**src/rtl/m_definitions.sv**
```systemverilog
// Shared types and constants for the M-extension sequencer.
// Op codes, FSM states, datapath mux selects and operand bundle.
package m_definitions;

    localparam int DIV_STEPS = 32;

    localparam int MUX_ALUOUT_LENGTH = 2;
    localparam logic [MUX_ALUOUT_LENGTH-1:0] MUX_ALUOUT_MULT  = 2'd0;
    localparam logic [MUX_ALUOUT_LENGTH-1:0] MUX_ALUOUT_ADDER = 2'd1;
    localparam logic [MUX_ALUOUT_LENGTH-1:0] MUX_ALUOUT_SUBTR = 2'd2;

    localparam int MUX_DIV_REM_LENGTH = 1;
    localparam logic [MUX_DIV_REM_LENGTH-1:0] MUX_DIV_REM_R = 1'b0;
    localparam logic [MUX_DIV_REM_LENGTH-1:0] MUX_DIV_REM_Z = 1'b1;

    typedef enum logic [3:0] {
        OP_MUL    = 4'd0,
        OP_MULH   = 4'd1,
        OP_MULHSU = 4'd2,
        OP_MULHU  = 4'd3,
        OP_DIV    = 4'd4,
        OP_DIVU   = 4'd5,
        OP_REM    = 4'd6,
        OP_REMU   = 4'd7,
        OP_MADD   = 4'd8,
        OP_MSUB   = 4'd9
    } op_e;

    typedef enum logic [2:0] {
        ST_IDLE = 3'd0,
        ST_MUL  = 3'd1,
        ST_DIV  = 3'd2,
        ST_FIX  = 3'd3,
        ST_DONE = 3'd4
    } state_e;

    typedef struct packed {
        logic [32:0] a;
        logic [32:0] b;
        logic [31:0] r;
        logic [31:0] d;
        logic        neg_q;
        logic        neg_r;
        logic        div_zero;
    } fmt_t;

    function automatic logic is_div_op(op_e op);
        return op inside {OP_DIV, OP_DIVU, OP_REM, OP_REMU};
    endfunction

    function automatic logic is_rem_op(op_e op);
        return op inside {OP_REM, OP_REMU};
    endfunction

    function automatic logic is_high_op(op_e op);
        return op inside {OP_MULH, OP_MULHSU, OP_MULHU};
    endfunction

endpackage

```
**src/rtl/m_operand_fmt.sv**
```systemverilog
// Operand formatting: sign/zero extension, magnitudes for division,
// result sign flags and zero-divisor detect.
module m_operand_fmt
    import m_definitions::*;
(
    input  op_e         op,
    input  logic [31:0] rs1,
    input  logic [31:0] rs2,
    output fmt_t        fmt
);

    logic sgn_a;
    logic sgn_b;
    logic sdiv;
    logic modop;

    // Decode signedness and build the operand bundle
    always_comb begin
        sgn_a = 1'b0;
        sgn_b = 1'b0;
        sdiv  = 1'b0;
        modop = 1'b0;
        unique case (op)
            OP_MULH:        begin sgn_a = 1'b1; sgn_b = 1'b1; end
            OP_MULHSU:      sgn_a = 1'b1;
            OP_DIV, OP_REM: begin
                sgn_a = 1'b1;
                sgn_b = 1'b1;
                sdiv  = 1'b1;
            end
            OP_MADD, OP_MSUB: modop = 1'b1;
            default: ;
        endcase

        fmt.div_zero = (rs2 == 32'd0);
        if (modop) begin
            fmt.a = {17'b0, rs1[15:0]};
            fmt.b = {17'b0, rs2[15:0]};
        end else begin
            fmt.a = {sgn_a & rs1[31], rs1};
            fmt.b = {sgn_b & rs2[31], rs2};
        end
        fmt.r = (sdiv && rs1[31]) ? (~rs1 + 32'd1) : rs1;
        fmt.d = (sdiv && rs2[31]) ? (~rs2 + 32'd1) : rs2;
        fmt.neg_q = sdiv && (rs1[31] ^ rs2[31]) && !fmt.div_zero;
        fmt.neg_r = sdiv && rs1[31];
    end

endmodule

```
**src/rtl/m_seq_ctrl.sv**
```systemverilog
// Sequencer for the M-extension datapath: multiply/modular ops in one
// pass, restoring division over DIV_STEPS cycles, sign fix-up, handshake.
module m_seq_ctrl
    import m_definitions::*;
#(
    parameter int DIV_STEPS = m_definitions::DIV_STEPS
) (
    input  logic                          clk,
    input  logic                          reset,
    input  logic                          in_valid,
    output logic                          in_ready,
    input  logic [3:0]                    in_op,
    input  logic [31:0]                   in_rs1,
    input  logic [31:0]                   in_rs2,
    output logic                          out_valid,
    input  logic                          out_ready,
    output logic [31:0]                   out_result,
    output logic [32:0]                   dp_A,
    output logic [32:0]                   dp_B,
    output logic [31:0]                   dp_R,
    output logic [62:0]                   dp_D,
    output logic [31:0]                   dp_Z,
    output logic [MUX_ALUOUT_LENGTH-1:0]  dp_mux_aluout,
    output logic [MUX_DIV_REM_LENGTH-1:0] dp_mux_div_rem,
    input  logic                          dp_sub_neg,
    input  logic [31:0]                   dp_sub_result,
    input  logic [31:0]                   dp_div_rem,
    input  logic [31:0]                   dp_div_rem_neg,
    input  logic [65:0]                   dp_alu_out
);

    localparam int CW = $clog2(DIV_STEPS);

    state_e        state;
    state_e        state_nx;
    op_e           op_in;
    op_e           op_q;
    fmt_t          fmt;
    logic [CW-1:0] cnt;
    logic          neg_q;
    logic          neg_r;
    logic [31:0]   res_q;
    logic          unused_alu;

    assign op_in      = op_e'(in_op);
    assign out_result = res_q;
    assign unused_alu = ^dp_alu_out[65:64];

    m_operand_fmt u_fmt (
        .op  (op_in),
        .rs1 (in_rs1),
        .rs2 (in_rs2),
        .fmt (fmt)
    );

    // State register
    always_ff @(posedge clk) begin
        if (reset) state <= ST_IDLE;
        else       state <= state_nx;
    end

    // Next-state: zero divisor skips iteration and goes via FIX
    always_comb begin
        state_nx = state;
        unique case (state)
            ST_IDLE: if (in_valid) begin
                if (!is_div_op(op_in))  state_nx = ST_MUL;
                else if (fmt.div_zero)  state_nx = ST_FIX;
                else                    state_nx = ST_DIV;
            end
            ST_MUL: state_nx = ST_DONE;
            ST_DIV: if (cnt == CW'(DIV_STEPS - 1)) state_nx = ST_FIX;
            ST_FIX: state_nx = ST_DONE;
            ST_DONE: if (out_ready) state_nx = ST_IDLE;
            default: state_nx = ST_IDLE;
        endcase
    end

    // Handshake flags and remainder/quotient select
    always_comb begin
        in_ready       = (state == ST_IDLE);
        out_valid      = (state == ST_DONE);
        dp_mux_div_rem = MUX_DIV_REM_R;
        if (state == ST_FIX && !is_rem_op(op_q))
            dp_mux_div_rem = MUX_DIV_REM_Z;
    end

    // Operand, iteration and result registers
    always_ff @(posedge clk) begin
        if (reset) begin
            op_q          <= OP_MUL;
            dp_A          <= '0;
            dp_B          <= '0;
            dp_R          <= '0;
            dp_D          <= '0;
            dp_Z          <= '0;
            cnt           <= '0;
            neg_q         <= 1'b0;
            neg_r         <= 1'b0;
            res_q         <= '0;
            dp_mux_aluout <= MUX_ALUOUT_MULT;
        end else begin
            unique case (state)
                ST_IDLE: if (in_valid) begin
                    op_q  <= op_in;
                    dp_A  <= fmt.a;
                    dp_B  <= fmt.b;
                    cnt   <= '0;
                    neg_q <= fmt.neg_q;
                    neg_r <= fmt.neg_r && !fmt.div_zero;
                    // Zero divisor: preload the required R/Z answers
                    dp_R  <= fmt.div_zero ? in_rs1 : fmt.r;
                    dp_Z  <= fmt.div_zero ? '1 : '0;
                    dp_D  <= {fmt.d, 31'b0};
                    if (op_in == OP_MADD)
                        dp_mux_aluout <= MUX_ALUOUT_ADDER;
                    else if (op_in == OP_MSUB)
                        dp_mux_aluout <= MUX_ALUOUT_SUBTR;
                    else
                        dp_mux_aluout <= MUX_ALUOUT_MULT;
                end
                ST_MUL: begin
                    res_q <= is_high_op(op_q) ? dp_alu_out[63:32]
                                              : dp_alu_out[31:0];
                end
                ST_DIV: begin
                    if (!dp_sub_neg) dp_R <= dp_sub_result;
                    dp_Z <= {dp_Z[30:0], ~dp_sub_neg};
                    dp_D <= dp_D >> 1;
                    cnt  <= cnt + 1'b1;
                end
                ST_FIX: begin
                    if (is_rem_op(op_q) ? neg_r : neg_q)
                        res_q <= dp_div_rem_neg;
                    else
                        res_q <= dp_div_rem;
                end
                default: ;
            endcase
        end
    end

endmodule

```
**config.mk**
```make
export PLATFORM = sky130hd
export DESIGN_NAME = m_seq_ctrl
export DESIGN_NICKNAME = d
export VERILOG_FILES = /design/src/rtl/m_definitions.sv /design/src/rtl/m_operand_fmt.sv /design/src/rtl/m_seq_ctrl.sv
export SDC_FILE = /design/constraint.sdc
export NUM_CORES = 1
export LEC_CHECK = 0
export ABC_AREA = 1
export CORE_AREA = 2 2 178 180
export DETAILED_ROUTE_END_ITERATION = 7
export DIE_AREA = 0 0 180 182
export DONT_BUFFER_PORTS = 1
export SKIP_CTS_REPAIR_TIMING = 1
export SYNTH_ARGS = -nofsm -noshare
export SYNTH_HDL_FRONTEND = slang
export SYNTH_SLANG_ARGS = --single-unit
```
**constraint.sdc**
```tcl
create_clock -name clk -period 4.2 [get_ports clk]
set_clock_uncertainty 0.1 [all_clocks]
set_input_delay 0.84 -clock clk [delete_from_list [all_inputs] [get_ports clk]]
set_output_delay 0.84 -clock clk [all_outputs]
set_load 0.005 [all_outputs]
```
==> metrics.md <==
| Metric | Value |
|---|---|
| Outcome | complete, no violations |
| Skew-Pair Late Insertion Delay | 560 ps |
| Wirelength, routed | 42,600 um |
| Endpoint kind of the worst setup timing path | output port |
| Buffers added on ports | 0 |
| Fin crit share | 76.6% |
| Post-synthesis average cell area | 6.56 um2 |
| Min-Delay Path Class | in2reg |
| Pins over their slew limit | 0 |
| Part of the total power dissipated in combinational logic | 31.1% |
| Worst max-slew margin expressed relative to the limit | 23.1% |
| Post-Layout Inst Area | 0.0132 mm2 |
| Length of the first detailed-routing pass in iterations | 7 |
| Register area | 0.00482 mm2 |
| Total via count after detailed routing | 12,300 |
| Initial antenna violation count | 1 |
| Wire length of the first global-routing pass | 65,400 um |
| Global Route Usage Sum | 24.6% |
| Final number of setup-violating endpoints | 0 |
| Number of unique standard cell types used by synthesis | 41 |
| Starting density of the core | 39.4% |
| Met3 WL | 4700 um |
| Number of top-level pins | 465 |
| Data arrival, critical path | 2280 ps |
| EDFF count, synth | 0 |
| Vias in the first global route | 11,300 |
| Maximum fanout encountered on the critical timing path | 34 |
| Clk sink count | 241 |
| Highest achievable clock rate | 311 MHz |
| Syn Std Cell Area | 0.0122 mm2 |
| CTS clk-pin slew, worst paths | 60 ps |
| Detail-routed via count per cell | 5.55 |
| Die Y-Extent | 182 um |
| Filler cells | 3,284 |
| Standard-cell rows | 65 |
| Floorplan core area | 0.0310 mm2 |
| Startpoint kind of the worst setup timing path | flip-flop |
| Die Footprint | 0.0328 mm2 |
| Maximum capacitance violations | 0 |
| Final number of hold-violating endpoints | 0 |
| Static leakage | 5.08 nW |
| Post-synthesis sequential element count | 241 |
| Number of remaining DRC errors | 0 |
| Average wire length per cell after detail routing | 19.3 um |
| Chip width | 180 um |
| Area overhead of the layout relative to synthesis | 8.09% |
| Post-route ant nets | 0 |
| Met2 routed WL | 20,000 um |
| Sum of overflow across all layers after global routing | 0 |
| Routability-driven placement congestion ratio | 0.853 |
| Switching pwr | 3.25 mW |
| Number of diodes | 0 |
| Clock power share | 28.5% |
| TritonCTS clock tree | yes |
| DPL Wire Length | 30,000 um |
| Maximum root-to-sink buffer count | 3 |
| Number of nets in the layout | 2,028 |
| Slew at the pin closest to its max-slew limit | 1150 ps |
| Routed metal-1 wire length | 16,600 um |
| Synthesized net count | 2,103 |
| Maximum number of pins on one net before global-route repair | 168 |
| Synthesized instance count | 1,864 |
| Internal portion of total power | 4.84 mW |
| Data required, critical path | 3260 ps |
| Total power per unit cell area | 612 mW/mm2 |
| Worst IR Drop VDD | 386 uV |
| Type of the worst setup path | reg2out |
| TNS Setup | 0 ps |
| RSZ-0062 raised after global routing | false |
| Most common flop cell mapped by yosys | dfxtp_1 |
| Starting DRT DRC Count | 922 |
| Number of levels in the clock H-tree | 1 |
| Number of buffers created by CTS | 28 |
| Sequential cell area fraction in the yosys report | 39.5% |
| Root buffer cell | clkbuf_16 |
| Synth warnings | 0 |
| Final critical delay including setup and external delays | 3220 ps |
| Utilization of the core after routing | 42.6% |
| Sequential Power Share | 40.4% |
| Net Sw Frac | 40.2% |
| Share of layout cells above drive strength 1 | 5.47% |
| Combined area of the multi-input logic cells | 0.00637 mm2 |
| Area of placed instances | 0.0123 mm2 |
| Highest layer used for signal routing | met5 |
| Fraction of registers with async set or reset after synthesis | 0% |
[power groups by stage]
stage / registers, mW / logic (mW) / clock network, mW
final: 3.27 / 2.52 / 2.30
after floorplan: 3.12 / 2.02 / 0
after global placement: 3.32 / 2.47 / 0
after global routing: 3.32 / 2.86 / 2.44
after CTS: 3.27 / 2.53 / 2.36
after detailed placement: 3.31 / 2.51 / 0
[through the flow]
step           instances  worst slack [ps]  hold WS (ps)  total power, mW
6_report            2211               984           266             8.08
5_1_grt             2211               843           226             8.62
4_1_cts             2211               933           235             8.15
3_5_place_dp        2161              1330           354             5.83
3_3_place_gp        2161              1370           351             5.78
2_1_floorplan       1864              1840           323             5.13
[layer usage]
layer | GRT usage, % | up-vias
li1 | - | 6003
met1 | 29.1 | 5628
met2 | 41.3 | 554
met3 | 8.82 | 73
met4 | 8.07 | 2
met5 | 0 | -
[state kept, by name, summed over array words and instances (netlist names), 2 cells and up]
| signal | cells |
|---|---|
| dp_A | 33 |
| dp_Z | 32 |
| cnt | 5 |
| dp_mux_aluout | 2 |
| dp_R | 32 |
| state | 3 |
| dp_D | 63 |
| out_result | 32 |
| dp_B | 33 |
| op_q | 4 |
[logic make-up after synthesis]
group / after synthesis / share of synthesized area [%]
AND/OR/NAND/NOR: 963 / 32.3
buffers and inverters: 258 / 8.60
flip-flops: 241 / 39.5
AO/OA/AOI/OAI: 394 / 18.9
XOR/XNOR: 4 / 0.287
adder cells (fa/ha/maj): 4 / 0.410
[worst max-delay path, cell delays in order (launching register included)]
cell,delay (ps)
dfxtp_1,360
inv_1,80
nor2_4,80
inv_1,60
nor2_2,70
buf_4,350
inv_2,360
nor2_1,310
[placed cells by master (no fill, tap or decap), types with 8 or more instances in the layout]
cell,instances
o22ai_1,11
nor2_4,8
nor2_1,195
nor3_1,14
clkbuf_16,28
a311oi_1,31
nand3_1,169
a31oi_1,15
clkbuf_1,9
o21ai_0,97
buf_4,17
a21oi_1,177
inv_1,126
nand4_1,12
nand2_1,550
dfxtp_1,241
inv_2,9
a21oi_2,9
a22oi_1,31
[path summary, 6_finish.rpt]
path	from	endpoint	slack, ps	depth (start not counted)
setup / recovery	state[0]$_SDFFE_PP0P_	dp_mux_div_rem	980	7
hold / removal	reset	dp_D[16]$_SDFFE_PP0P_	270	1
setup reg to reg	state[2]$_SDFFE_PP0P_	dp_R[2]$_SDFFE_PP0P_	1560	10
hold reg to reg	op_q[0]$_SDFFE_PP0P_	op_q[0]$_SDFFE_PP0P_	360	2
[Yosys cell counts (2+ instances only)]
| master | number | area, um2 |
|---|---|---|
| nand2_1 | 550 | 2060 |
| dfxtp_1 | 241 | 4820 |
| nor2_1 | 199 | 747 |
| a21oi_1 | 177 | 886 |
| nand3_1 | 169 | 846 |
| inv_1 | 127 | 477 |
| o21ai_0 | 97 | 485 |
| clkbuf_1 | 76 | 285 |
| a22oi_1 | 31 | 233 |
| a311oi_1 | 31 | 272 |
| buf_2 | 24 | 120 |
| a31oi_1 | 15 | 93.8 |
| buf_1 | 14 | 52.6 |
| nor3_1 | 14 | 70.1 |
| nand4_1 | 12 | 75.1 |
| o22ai_1 | 11 | 68.8 |
| a21oi_2 | 9 | 78.8 |
| inv_2 | 9 | 33.8 |
| a211oi_1 | 6 | 45.0 |
| buf_6 | 6 | 67.6 |
| nor2_2 | 5 | 31.3 |
| nor2_4 | 5 | 56.3 |
| ha_1 | 4 | 50.1 |
| nand3b_1 | 4 | 30.0 |
| nand2_2 | 3 | 18.8 |
| o211ai_1 | 3 | 22.5 |
| o21bai_1 | 3 | 22.5 |
| xor2_1 | 3 | 26.3 |
| buf_4 | 2 | 15.0 |
| o2111ai_1 | 2 | 17.5 |
| o31ai_1 | 2 | 15.0 |
[area by class of cell]
type	instances	area share (%)
well taps	402	3.81
multi-input cells	1365	48.3
repair buffers	17	0.966
flip-flops and latches	241	36.5
clock buffers	41	5.98
clock inverters	9	0.597
inverters	136	3.87
Note: power is estimated with default switching activity, not from simulation.
